## src/rtl/mar_pkg.sv

```systemverilog
// Shared definitions for address generators: FSM state encoding and the
// carry-aware address step (wrap or saturate on overflow).
package mar_pkg;

  typedef enum logic [1:0] {
    IDLE  = 2'd0,
    BURST = 2'd1,
    DONE  = 2'd2
  } state_t;

  localparam int MAX_AW = 32;

  // Result is {overflow, next address}; operands must already fit in aw bits.
  function automatic logic [MAX_AW:0] step_addr(
    input logic [MAX_AW-1:0] a,
    input logic [MAX_AW-1:0] step,
    input int                aw,
    input logic              wrap
  );
    logic [MAX_AW:0] mask;
    logic [MAX_AW:0] sum;
    logic            ovf;
    mask = (33'd1 << aw) - 33'd1;
    sum  = {1'b0, a} + {1'b0, step};
    ovf  = (sum & ~mask) != '0;
    if (!ovf)
      return {1'b0, sum[MAX_AW-1:0]};
    else if (wrap)
      return {1'b1, sum[MAX_AW-1:0] & mask[MAX_AW-1:0]};
    else
      return {1'b1, mask[MAX_AW-1:0]};
  endfunction

endpackage

```

## src/rtl/mar_step.sv

```systemverilog
// Combinational address stepper: next = addr + STEP with wrap or saturate.
// Supports AW from 1 to 31.
module mar_step
  import mar_pkg::*;
#(
  parameter int AW   = 5,
  parameter int STEP = 1,
  parameter int WRAP = 1
) (
  input  logic [AW-1:0] addr,
  output logic [AW-1:0] next_addr,
  output logic          ovf
);

  localparam logic [AW-1:0] step_a = AW'(STEP);

  logic [MAX_AW:0] res;
  logic            unused_hi;

  assign res       = step_addr(MAX_AW'(addr), MAX_AW'(step_a), AW, WRAP != 0);
  assign next_addr = res[AW-1:0];
  assign ovf       = res[MAX_AW];
  assign unused_hi = ^res[MAX_AW-1:AW];

endmodule

```

## src/rtl/mar_burst.sv

```systemverilog
// Memory address register with load, single step and a req/ack burst engine.
// Optional bounds checking against LIMIT is enabled by MAR_BOUNDS_CHECK_EN.
module mar_burst
  import mar_pkg::*;
#(
  parameter int AW    = 5,
  parameter int LW    = 4,
  parameter int STEP  = 1,
  parameter int WRAP  = 1,
  parameter int LIMIT = (1 << AW) - 1
) (
  input  logic          clk,
  input  logic          rst_n,
  input  logic          ld,
  input  logic [AW-1:0] addr_in,
  input  logic          inc,
  input  logic          burst_start,
  input  logic [LW-1:0] burst_len,
  input  logic          mem_ack,
  output logic [AW-1:0] addr,
  output logic          mem_req,
  output logic          busy,
  output logic          done,
  output logic          fault
);

  state_t        state, state_next;
  logic [LW-1:0] cnt, cnt_next;
  logic [AW-1:0] addr_next, step_next;
  logic          unused_ovf;
  logic          load_ok, step_ok;
  logic          fault_q, fault_next;

  mar_step #(.AW(AW), .STEP(STEP), .WRAP(WRAP)) u_step (
    .addr      (addr),
    .next_addr (step_next),
    .ovf       (unused_ovf)
  );

`ifdef MAR_BOUNDS_CHECK_EN
  localparam logic [AW-1:0] limit_addr = AW'(LIMIT);
  assign load_ok = addr_in <= limit_addr;
  assign step_ok = step_next <= limit_addr;
  assign fault   = fault_q;
`else
  localparam int unused_limit = LIMIT;
  assign load_ok = 1'b1;
  assign step_ok = 1'b1;
  assign fault   = 1'b0;
`endif

  always_comb begin
    state_next = state;
    addr_next  = addr;
    cnt_next   = cnt;
    fault_next = fault_q;
    case (state)
      BURST: begin
        // ld aborts the burst even when the same cycle acks a beat
        if (ld) begin
          state_next = IDLE;
          if (load_ok) begin
            addr_next  = addr_in;
            fault_next = 1'b0;
          end else begin
            fault_next = 1'b1;
          end
        end else if (mem_ack) begin
          if (cnt == '0) begin
            state_next = DONE;
          end else if (step_ok) begin
            addr_next = step_next;
            cnt_next  = cnt - 1'b1;
          end else begin
            fault_next = 1'b1;
            state_next = IDLE;
          end
        end
      end
      default: begin
        state_next = IDLE;
        if (ld) begin
          if (load_ok) begin
            addr_next  = addr_in;
            fault_next = 1'b0;
          end else begin
            fault_next = 1'b1;
          end
        end else if (burst_start) begin
          cnt_next   = burst_len;
          state_next = BURST;
        end else if (inc) begin
          if (step_ok) addr_next = step_next;
          else         fault_next = 1'b1;
        end
      end
    endcase
  end

  // Status outputs are registered from the next state so they line up with it.
  always_ff @(posedge clk or negedge rst_n) begin
    if (!rst_n) begin
      state   <= IDLE;
      addr    <= '0;
      cnt     <= '0;
      fault_q <= 1'b0;
      mem_req <= 1'b0;
      busy    <= 1'b0;
      done    <= 1'b0;
    end else begin
      state   <= state_next;
      addr    <= addr_next;
      cnt     <= cnt_next;
      fault_q <= fault_next;
      mem_req <= (state_next == BURST);
      busy    <= (state_next == BURST);
      done    <= (state_next == DONE);
    end
  end

endmodule

```

## config.mk

```make
export PLATFORM = sky130hd
export DESIGN_NAME = mar_burst
export DESIGN_NICKNAME = d
export VERILOG_FILES = /design/src/rtl/mar_pkg.sv /design/src/rtl/mar_step.sv /design/src/rtl/mar_burst.sv
export SDC_FILE = /design/constraint.sdc
export NUM_CORES = 1
export LEC_CHECK = 0
export ABC_CLOCK_PERIOD_IN_PS = 1700
export CELL_PAD_IN_SITES_DETAIL_PLACEMENT = 1
export CELL_PAD_IN_SITES_GLOBAL_PLACEMENT = 1
export CORE_AREA = 3 3 56 58
export CTS_CLUSTER_DIAMETER = 200
export DETAILED_ROUTE_END_ITERATION = 7
export DIE_AREA = 0 0 59 61
export PLACE_DENSITY = 0.71
export SLEW_MARGIN = 20
export SYNTH_ARGS = -nofsm -noshare
export SYNTH_HDL_FRONTEND = slang
export SYNTH_SLANG_ARGS = --single-unit
```

## constraint.sdc

```tcl
create_clock -name clk -period 1.7 [get_ports clk]
set_clock_uncertainty 0.15 [all_clocks]
set_input_delay 0.17 -clock clk [delete_from_list [all_inputs] [get_ports clk]]
set_output_delay 0.17 -clock clk [all_outputs]
set_load 0.005 [all_outputs]
```

==> metrics.txt, run 1 <==
ranking of synthesized cells by area dfrtp_1, mux2i_1, nand2_1, nor3_1, ha_1; CP Launch Type register; fill count 317; Synth Area in XOR/XNOR 0.0111; Root Buffer clkbuf_4; antenna-violating nets left 0; Final Power 1.06 mW; Worst setup EP type register; Cell variety after synth 33; first-pass GRT wire length 3460 um; chip width 59 um; Via density 5.01; main combinational cell family by area after synthesis simple AND/OR/NAND/NOR gates; Final WS setup -32.1 ps; antenna diode count 0; Avg Cell Area, Syn 9.87 um^2; Clock transition at path regs 90 ps; CTS tree done; placed insts 137; Post-Syn Nets 97; H-tree depth 1; Overflow after GRT 0; critical path class reg -> reg; Synthesis Warnings 0; period utilisation layout 1.02; number of global-route vias before repair 761; Routed Wire Length 2320 um; Core ar. 2710 um^2; total die area 3600 um^2; area growth from synthesis to layout 54.4%; Remaining DRCs 0; Post-Synth Adder-Cell Area 0.0317; status complete, but fails checks; most common cell after layout, fill and taps aside clkdlybuf4s50_1; maxcap violations 0; largest net degree at the start of global routing 14; endpoints failing hold 0; CTS buffer count 3; RSZ-0062 raised after global routing true; initial antenna violation count 0; PortBufs 22; Post-Syn Area 790 um^2; post-synth top area share 0.412; vias 742; leakage power 0.522 nW; Seq/Total Area, Yosys 0.412; Worst Hold Class in -> async; FF+latch count, synth 13; multiplexer share of the synthesized area 0.0634; I/O Pins 24; CTS sink count 13; DR pass1 iterations 2; most frequent cells in the layout clkdlybuf4s50_1, buf_4, dfrtp_1; placed wire-length estimate 1600 um; compound-cell area share of the yosys netlist 0.198; Initial Utilization 0.291; nets 135; initial drt markers 3; Pwr per Cell Area 867 nW/um^2; routed len/inst 15.7 um; worst endpoint required time 1730 ps; clk_lat worst skew 280 ps; gpl congestion 0.899; simple-gate share of the synthesized area 0.216; peak supply drop 560 uV; Hold Buf Count CTS 0; layout cells sized above 1 0.274; Tot GR Track Use 0.127; Arrival @ worst endpoint 1760 ps; failing checks setup timing; area leader, netlist dfrtp_1; num rows 19; Final setup viols 1; count of pins over their slew limit 0; maximum root-to-sink buffer count 2; Syn Inst Count 80; Die H 61 um; Final Instance Count excl. Fillers 148; min Tclk post-route 1730 ps; f_max 0.577 GHz; CP Max Fanout 4
registers in the layout (all words and copies together) (netlist names):
signal	flops
done	1
busy	1
state	2
cnt	4
addr	5
stage by stage:
step	TNS, ps	setup WS (ps)	instance area [um^2]	hold WS [ps]	util
after floorplan	0	63.6	790	-276	-
after global placement	-38.9	-38.9	1080	346	0.399
after detailed placement	-102	-66.8	1080	356	0.399
after CTS	-16.9	-15.6	1140	46.8	0.422
after global routing	-350	-114	1220	51.8	0.450
final	-32.1	-32.1	1220	39.8	0.450
cells in the mapped netlist, drive strengths merged:
master	number
xnor2	1
a31o	1
o22a	1
dfrtp	13
nor2	5
nand2b	2
a211oi	1
o22ai	2
conb	1
inv	4
o32a	2
nor2b	3
ha	2
or3	1
nand2	11
a21oi	3
o21ai	2
a22oi	3
a2bb2oi	3
nor3	6
nor3b	1
buf	5
mux2i	5
nand4b	1
nand3b	1
logic make-up (layout without fill, tap and decap cells):
logic type / after synthesis / in the layout
simple gates: 31 / 31
other cells: 1 / 1
compound gates: 18 / 18
flops: 13 / 13
buf+inv: 9 / 46
mux: 5 / 5
xor+xnor: 1 / 1
fa+ha+maj: 2 / 2
repair_timing:
item / 4_1_cts / 5_1_grt
pin swaps: 3 / 5
setup endpoints to repair: 5 / 9
buffers inserted: 2 / 6
gates resized for setup: 6 / 7
per-layer routing:
metal / share of wire / track usage / up-vias
li1: - / - / 354
met1: 0.43 / 0.158 / 375
met2: 0.54 / 0.213 / 13
met3: 0.028 / 0.0234 / 0
met4: 0 / 0.0583 / 0
met5: 0 / 0 / -
path summary, 6_finish.rpt:
| kind | depth (start not counted) | slack, ps | end | start |
|---|---|---|---|---|
| setup / recovery | 7 | -30 | cnt[0] | cnt[1] |
| hold / removal | 2 | 40 | cnt[1] | rst_n |
| hold reg to reg | 1 | 470 | cnt[3] | cnt[3] |
| max in group asynchronous | 2 | 1190 | addr[4] | rst_n |
| setup reg to reg | 7 | -30 | cnt[0] | cnt[1] |
| min in group clk | 3 | 280 | addr[0] | addr_in[0] |
worst max-delay path, cell delays in order (launching register included):
cell and delay [ps]:
dfrtp_1 400, inv_2 80, ha_4 130, nor3b_4 220, buf_6 160, a2bb2oi_4 210
nor2_4 80, o22a_1 200
cell type report:
class	instances	area (um^2)	share of cell area
clock buffers	4	26.3	0.0216
inverters	4	15.0	0.0123
multi-input cells	58	469	0.385
flip-flops and latches	13	325	0.267
well taps	31	38.8	0.0318
repair buffers	38	344	0.282
report_power, final:
part	switching, mW	internal [mW]	leakage [nW]	total (mW)
combinational	0.174	0.265	0.351	0.439
sequential	0.0576	0.361	0.157	0.418
clock	0.108	0.0910	0.0150	0.199
Note: power is estimated with default switching activity, not from simulation.
==> inputs of run 2 (changes only) <==
--- a/config.mk
+++ b/config.mk
@@ -5,6 +5,7 @@
 export SDC_FILE = /design/constraint.sdc
 export NUM_CORES = 1
 export LEC_CHECK = 0
+export ABC_AREA = 0
 export ABC_CLOCK_PERIOD_IN_PS = 1700
 export CELL_PAD_IN_SITES_DETAIL_PLACEMENT = 1
 export CELL_PAD_IN_SITES_GLOBAL_PLACEMENT = 1
==> constraint.sdc (replaced) <==
create_clock -name clk -period 1.7 [get_ports clk]
set_clock_uncertainty 0.15 [all_clocks]
set_input_delay 0.34 -clock clk [delete_from_list [all_inputs] [get_ports clk]]
set_output_delay 0.34 -clock clk [all_outputs]
set_load 0.005 [all_outputs]
==> run 2 against run 1 <==
Effect of this change: the flow still finishes with violations (setup timing); largest cell class unchanged; final area grew 5.6%; highest routed layer is now met4; worst setup slack gained 30 ps; critical endpoint is now cnt[2]; utilization grew 2.5 points; register-to-register slack gained 40 ps; critical path depth shrank 2.
==> metrics.txt, run 2 (synthesized netlist as in run 1, its figures left out) <==
Initial Utilization 0.291 (unchanged); endpoints failing hold 0 (unchanged); f_max 0.587 GHz (was 0.577 GHz); num rows 19 (unchanged); Tot GR Track Use 0.127 (about the same); H-tree depth 1 (unchanged); CTS buffer count 3 (unchanged); clk_lat worst skew 270 ps (was 280 ps); Final WS setup -2.38 ps (was -32.1 ps); critical path class in -> reg (was reg -> reg); area growth from synthesis to layout 63.1% (was 54.4%); Worst Hold Class in -> async (unchanged); first-pass GRT wire length 3400 um (was 3460 um); chip width 59 um (unchanged); met3 Usage GRT 0.0447 (was 0.0234); Final Hold Slack 218 ps (was 39.8 ps); Arrival @ worst endpoint 1750 ps (was 1760 ps); Clock transition at path regs 80 ps (was 90 ps); Largest register FFs 5 (unchanged); Routed Wire Length 2180 um (was 2320 um); antenna-violating nets left 0 (unchanged); Pwr per Cell Area 838 nW/um^2 (was 867 nW/um^2); Setup TNS Final -2.38 ps (was -32.1 ps); most frequent cells in the layout clkdlybuf4s50_1, buf_4, dfrtp_1 (unchanged); min Tclk post-route 1700 ps (was 1730 ps); RSZ-0062 raised after global routing true (unchanged); Final Power 1.08 mW (was 1.06 mW); met2 GRT Util 0.219 (was 0.213); M1 GR Usage 0.148 (was 0.158); nets 139 (was 135); number of global-route vias before repair 763 (was 761); I/O Pins 24 (unchanged); total die area 3600 um^2 (unchanged); PortBufs 22 (unchanged); maximum root-to-sink buffer count 2 (unchanged); Util after Layout 0.475 (was 0.450); peak supply drop 509 uV (was 560 uV); most common cell after layout, fill and taps aside clkdlybuf4s50_1 (unchanged); maxcap violations 0 (unchanged); routed len/inst 14.3 um (was 15.7 um); initial antenna violation count 0 (unchanged); Final setup viols 1 (unchanged); initial drt markers 3 (unchanged); GRT Max-Usage Layer met2 (unchanged); antenna diode count 0 (unchanged); gpl congestion 0.781 (was 0.899); Core ar. 2710 um^2 (unchanged); period utilisation layout 1.00 (was 1.02); largest net degree at the start of global routing 22 (was 14); failing checks setup timing (unchanged); vias 742 (unchanged); placed wire-length estimate 1580 um (was 1600 um); status complete, but fails checks (unchanged); CP Max Fanout 3 (was 4); CTS tree done (unchanged); Remaining DRCs 0 (unchanged); Post-DP Area 1090 um^2 (was 1080 um^2); count of pins over their slew limit 0 (unchanged); Die H 61 um (unchanged); CTS sink count 13 (unchanged); Worst setup EP type register (unchanged); Post-Layout Inst Area 1290 um^2 (was 1220 um^2); CP Launch Type primary input (was register); leakage power 0.578 nW (was 0.522 nW); layout cells sized above 1 0.306 (was 0.274); Via density 4.88 (was 5.01); DR pass1 iterations 4 (was 2); worst endpoint required time 1740 ps (was 1730 ps); Overflow after GRT 0 (unchanged); Top Registers addr: 5 flops, cnt: 4 flops, state: 2 flops (unchanged); largest register by flop count addr (unchanged); Root Buffer clkbuf_4 (unchanged)
run 2: cell count changes in the layout (fill, tap and decap cells not counted), sizes merged:
cell / before / now
dlymetal6s2s: 0 / 3
buf: 16 / 20
clkdlybuf4s50: 22 / 19
run 2: metal layers:
layer	vias to the layer above	part of all wire
met5	-	0
met4	0	0.019
met3	4	0.041
met2	19	0.54
met1	354	0.40
li1	365	-
run 2: metrics by stage:
stage | cells | setup slack [ps]
detailed placement | 137 | -229
global placement | 137 | -150
CTS | 146 | -30.5
global route | 152 | -61.8
floorplan | 80 | 63.6
finish | 152 | -2.38
run 2: critical path, cell delays in order:
cell and delay [ps]:
clkdlybuf4s50_1 480, nand3b_1 250, a2bb2oi_4 270, nor3_1 210, a2bb2oi_1 190
run 2: cell type report:
type                    instances  area, um^2
clock buffers                   4        26.3
multi-input cells              58         475
inverters                       4        15.0
flip-flops and latches         13         325
fillers                       318        1420
well taps                      31        38.8
repair buffers                 42         407
run 2: repair_timing:
item / CTS / global route
buffers inserted: 5 / 7
pin swaps: 2 / 3
gates resized for setup: 6 / 11
setup endpoints to repair: 13 / 13
hold buffers: 0 / 0
run 2: final timing paths:
check | slack (ps) | endpoint | cells after the start | startpoint
worst min register to register | 470 | cnt[3] | 1 | cnt[3]
max in group asynchronous | 1020 | addr[3] | 2 | rst_n
worst max register to register | 10 | cnt[0] | 7 | cnt[1]
worst min-delay path | 220 | cnt[1] | 2 | rst_n
worst max-delay path | -2 | cnt[2] | 5 | mem_ack
min in group clk | 470 | addr[0] | 3 | addr_in[0]
run 2: power breakdown:
group	switching (mW)	total [mW]	internal, mW
sequential	0.0472	0.408	0.361
combinational	0.188	0.480	0.292
clock	0.100	0.191	0.0909
total	0.335	1.08	0.744
==> inputs of run 3 (changes only) <==
--- a/config.mk
+++ b/config.mk
@@ -13,7 +13,7 @@
 export CTS_CLUSTER_DIAMETER = 200
 export DETAILED_ROUTE_END_ITERATION = 7
 export DIE_AREA = 0 0 59 61
-export PLACE_DENSITY = 0.71
+export PLACE_DENSITY = 0.75
 export SLEW_MARGIN = 20
 export SYNTH_ARGS = -nofsm -noshare
 export SYNTH_HDL_FRONTEND = slang
==> run 3 against run 2 <==
Effect of this change: the flow still finishes with violations (setup timing); sequential share of layout area up 1.8 points; critical path depth rose by 2; clock-buffer cell count stayed put; power down 6.2%; die area unchanged; final area shrank 6.6%; cell count decreased by 2.6%; largest power group unchanged.
==> metrics.txt, run 3 (synthesized netlist as in run 1, its figures left out) <==
status complete, but fails checks (unchanged); failing checks setup timing (unchanged); Core ar. 2710 um^2 (unchanged); count of pins over their slew limit 0 (unchanged); met3 routed WL 81 um (was 90 um); Largest register FFs 5 (unchanged); PortBufs 22 (unchanged); period utilisation layout 1.01 (was 1.00); Net Sw Power 321 uW (was 335 uW); Routed Wire Length 2150 um (was 2180 um); min Tclk post-route 1710 ps (was 1700 ps); DR pass1 iterations 4 (unchanged); vias 726 (was 742); largest register by flop count addr (unchanged); CTS buffer count 3 (unchanged); initial drt markers 9 (was 3); nets 135 (was 139); most common cell after layout, fill and taps aside clkdlybuf4s50_1 (unchanged); num rows 19 (unchanged); leakage power 0.541 nW (was 0.578 nW); Overflow after GRT 0 (unchanged); Top Registers addr: 5 flops, cnt: 4 flops, state: 2 flops (unchanged); worst endpoint required time 1710 ps (was 1740 ps); maximum root-to-sink buffer count 2 (unchanged); I/O Pins 24 (unchanged); Sw Share 0.318 (was 0.311); Final WS setup -13.2 ps (was -2.38 ps); Comb pwr share 0.405 (was 0.445); CP Launch Type register (was primary input); Die H 61 um (unchanged); layout cells sized above 1 0.274 (was 0.306); gpl congestion 0.944 (was 0.781); clock share of power 0.195 (was 0.177); maxcap violations 0 (unchanged); CTS sink count 13 (unchanged); Via density 4.91 (was 4.88); Remaining DRCs 0 (unchanged); total die area 3600 um^2 (unchanged); peak supply drop 381 uV (was 509 uV); most frequent cells in the layout clkdlybuf4s50_1, buf_4, dfrtp_1 (unchanged); RSZ-0062 raised after global routing true (unchanged); first-pass GRT wire length 3570 um (was 3400 um); Post-DP Area 1090 um^2 (unchanged); Hold Buf Count CTS 0 (unchanged); Clock transition at path regs 90 ps (was 80 ps); P_int 691 uW (was 744 uW); antenna-violating nets left 0 (unchanged); highest routed layer met4 (unchanged); f_max 0.584 GHz (was 0.587 GHz); sequential power share 0.401 (was 0.378); Worst setup EP type register (unchanged); routed len/inst 14.5 um (was 14.3 um); met1 WL 908 um (was 879 um); Initial Utilization 0.291 (unchanged); critical path class reg -> reg (was in -> reg); Final Instance Count excl. Fillers 148 (was 152); met2 wire length 1130 um (was 1170 um); endpoints failing hold 0 (unchanged); Tot GR Track Use 0.132 (was 0.127); CP Max Fanout 4 (was 3); Pwr per Cell Area 841 nW/um^2 (was 838 nW/um^2); Final setup viols 2 (was 1); placed wire-length estimate 1520 um (was 1580 um); clk_lat worst skew 270 ps (about the same); largest net degree at the start of global routing 22 (unchanged); number of global-route vias before repair 808 (was 763); Post-Layout Inst Area 1200 um^2 (was 1290 um^2); H-tree depth 1 (unchanged); Arrival @ worst endpoint 1720 ps (was 1750 ps); initial antenna violation count 0 (unchanged); Root Buffer clkbuf_4 (unchanged); placed insts 137 (unchanged); area growth from synthesis to layout 52.3% (was 63.1%); antenna diode count 0 (unchanged); CTS tree done (unchanged); chip width 59 um (unchanged); Worst Hold Class in -> async (unchanged)
==> run 3: worst paths after layout <==
check | slack [ps] | depth (start not counted) | end | from
hold reg to reg | 450 | 2 | cnt[1] | cnt[1]
setup reg to reg | -10 | 7 | cnt[2] | cnt[1]
setup / recovery | -10 | 7 | cnt[2] | cnt[1]
hold / removal | 220 | 2 | done | rst_n
min in group clk | 450 | 2 | cnt[1] | cnt[1]
max in group asynchronous | 1000 | 2 | addr[1] | rst_n
==> run 3: area by class of cell <==
cell class | count | area [um^2]
multi-input cells | 58 | 439
repair buffers | 38 | 358
fillers | 312 | 1510
clock buffers | 4 | 26.3
well taps | 31 | 38.8
flip-flops and latches | 13 | 325
inverters | 4 | 15.0
==> run 3: layer usage <==
layer	up-vias	global-route usage
li1	355	-
met3	2	0.0298
met4	0	0.0583
met5	-	0
met1	355	0.160
met2	14	0.222
==> run 3: critical path, stage by stage (launching register included) <==
cell	delay, ps
dfrtp_1	400
inv_2	80
ha_4	130
nor3b_4	280
a2bb2oi_2	230
buf_4	150
nor3_1	50
a2bb2oi_1	120
==> run 3: timing repair <==
item                                   4_1_cts  5_1_grt
setup endpoints to repair                    6       16
setup buffers                                4        3
resized for setup                            2        8
cloned                                       0        0
endpoints found under the hold margin        0        0
pin swaps                                    1        3
==> run 3: power by group through the flow <==
stage	registers, mW	clock network, mW	logic [mW]
after floorplan	0.410	0	0.184
after global placement	0.415	0	0.332
after detailed placement	0.416	0	0.343
after CTS	0.405	0.204	0.371
after global routing	0.413	0.224	0.453
final	0.405	0.197	0.409
==> run 3: metrics by stage <==
step                      total power [mW]  TNS [ps]   util  hold slack (ps)  setup WS (ps)
after floorplan                      0.593         0      -             -106           63.6
after global placement               0.747      -870  0.404              371           -153
after detailed placement             0.759     -1160  0.404              420           -246
after CTS                            0.981    -0.201  0.425              225         -0.201
after global routing                  1.09      -386  0.444              240           -102
final                                 1.01     -18.8  0.444              218          -13.2
==> variant, RTL diff (flow settings as in run 1) <==
`WRAP` is set to 1 in 2 places; all go to 0.
--- a/src/rtl/mar_step.sv
+++ b/src/rtl/mar_step.sv
@@ -5,7 +5,7 @@
 #(
   parameter int AW   = 5,
   parameter int STEP = 1,
-  parameter int WRAP = 1
+  parameter int WRAP = 0
 ) (
   input  logic [AW-1:0] addr,
   output logic [AW-1:0] next_addr,
--- a/src/rtl/mar_burst.sv
+++ b/src/rtl/mar_burst.sv
@@ -6,7 +6,7 @@
   parameter int AW    = 5,
   parameter int LW    = 4,
   parameter int STEP  = 1,
-  parameter int WRAP  = 1,
+  parameter int WRAP  = 0,
   parameter int LIMIT = (1 << AW) - 1
 ) (
   input  logic          clk,
Function: changed (a bounded check fails within 4 cycles, from zero or initial values and one cycle with rst_n low).
==> variant against run 1 <==
The run still ends with setup timing left; largest cell class unchanged; total power grew 16%; count of clock-buffer cells in the layout did not move; routed wire length is 6.7% higher; synthesized cell count grew 5.0%; synthesized area grew 3.3%; maximum frequency is 0.76% higher; cell area increased by 2.9%; non-clock buffer count increased by 2; setup slack gained 13 ps; sequential cell count stayed put.
==> variant: results (changes against run 1) <==
- DP HPWL: 1910 microns (+19%)
- Layout cells sized above 1: 30.9% (+3.5 points)
- Initial antenna violation count: 0 (unchanged)
- Routed WL: 2470 microns (+6.7%)
- Final setup viols: 2 (+1)
- Crit Path Max Fanout: 3 (-1)
- Failing checks: setup timing
- Root Buffer: clkbuf_4
- Leakage: 0.533 nW (+2.1%)
- First-pass GRT wire length: 3950 microns (+14%)
- Crit path DAT: 1740 ps (-20 ps)
- Total GRT Usage: 15.3% (+2.6 points)
- Worst-skew pair later-pin latency: 280 ps (about the same)
- PortBufs: 22 (unchanged)
- Seq/Total Area, Yosys: 39.9% (-1.3 points)
- Synth area leaders: dfrtp_1 40%, inv_1 3.2%, a2bb2oi_1 3.2%, o22a_1 3.2%, a21oi_1 3.1%
- Filler cells: 324 (+2.2%)
- # diodes: 0 (unchanged)
- # nets final: 141 (+4.4%)
- Syn_nets: 101 (+4.1%)
- Async S/R FF share, synth: 100% (unchanged)
- Clk pin slew, worst setup/hold paths: about 80 ps
- YS warnings: 0 (unchanged)
- Non-filler cells, final: 154 (+4.1%)
- Synth unique cells: 36 (+9.1%)
- Vias in the first global route: 853 (+12%)
- Post-synth top cells: 13 x dfrtp_1, 7 x inv_1, 5 x a21oi_1, 5 x nand2_1, 5 x nor2_1
- Status: complete, but fails checks
- Worst setup margin: -19.1 ps (+13.0 ps)
- Biggest regs: addr: 5 flops, cnt: 4 flops, state: 2 flops
- Clk buf depth: 2 (unchanged)
- Slowest stage delay, CP: between 300 and 400 ps
- VDD IR-drop max: 0.465 mV (-17%)
- Routed vias: 798 (+7.5%)
- Total CTS buffers: 3 (unchanged)
- Setup_tns: -32.4 ps (-0.368 ps)
- Placer congestion estimate: 0.811 (-9.8%)
- DR iter-0 viols: 15 (+12)
- Cell count after synthesis: 84 (+5.0%)
- CP top delay family: flip-flops
- Ys flop type: dfrtp_1
variant: cell types whose count changed after synthesis, moves of 2 or more:
cell / delta
nand2_1: -6
mux2i_1: -4
a22oi_1: -3
inv_1: +3
nand3_1: +3
a21oi_1: +2
a21oi_2: +2
a32oi_1: +2
nand4_1: +2
nor3_1: -2
o21ai_0: +2
o22a_1: +2
variant: layout make-up:
type                            count  area (sq um)  share of cell area (%)
Multi-Input combinational cell     58           468                    37.3
Timing Repair Buffer               40           363                    28.9
Sequential cell                    13           328                    26.1
Tap cell                           31          38.8                    3.09
Inverter                            8          30.0                    2.40
Clock buffer                        4          26.3                    2.10
variant: timing repair:
item | CTS | global route
resized for setup | 8 | 4
pin swaps | 0 | 2
gates cloned | 0 | 0
setup buffers | 1 | 1
setup endpoints to repair | 10 | 10
variant: worst reg2reg max path, stage by stage, from the launching register on:
cell and delay, ps:
dfrtp_1 390, inv_2 90, ha_4 140, nor3b_4 230
buf_6 150, a2bb2oi_4 200, buf_6 120, nor3_2 30
a2bb2oi_1 120
variant: logic make-up after synthesis:
kind of cell | after synthesis | share of synthesized area (%)
AO/OA/AOI/OAI | 25 | 25.5
adder cells (fa/ha/maj) | 2 | 3.07
buffers and inverters | 13 | 8.74
flip-flops | 13 | 39.9
multiplexers | 2 | 3.07
other | 1 | 0.460
AND/OR/NAND/NOR | 28 | 19.3
variant: final timing paths:
| check | startpoint | end | slack, ps | cells after the start |
|---|---|---|---|---|
| hold / removal | rst_n | done | 40 | 2 |
| min in group clk | mem_ack | done | 370 | 3 |
| hold reg to reg | cnt[3] | cnt[3] | 480 | 1 |
| max in group asynchronous | rst_n | addr[1] | 1170 | 2 |
| setup reg to reg | cnt[0] | cnt[2] | -20 | 8 |
| setup / recovery | cnt[0] | cnt[2] | -20 | 8 |
variant: routing by layer:
layer	vias to the layer above	part of all wire, %	GRT usage (%)
met1	393	40	16.5
li1	380	-	-
met5	-	0	0
met4	0	1.7	7.77
met3	4	5.5	2.98
met2	21	53	28.2
variant: power breakdown:
part,switching [mW],internal (mW)
sequential,0.0869,0.376
combinational,0.234,0.332
clock,0.108,0.0912
variant: metrics by stage:
stage	worst slack, ps	hold WS, ps	instance area, sq um
floorplan	3.31	-276	828
global placement	-49.4	347	1170
detailed placement	-127	350	1170
CTS	-22.2	37.1	1240
global route	-76.6	46.2	1250
finish	-19.1	44.3	1250
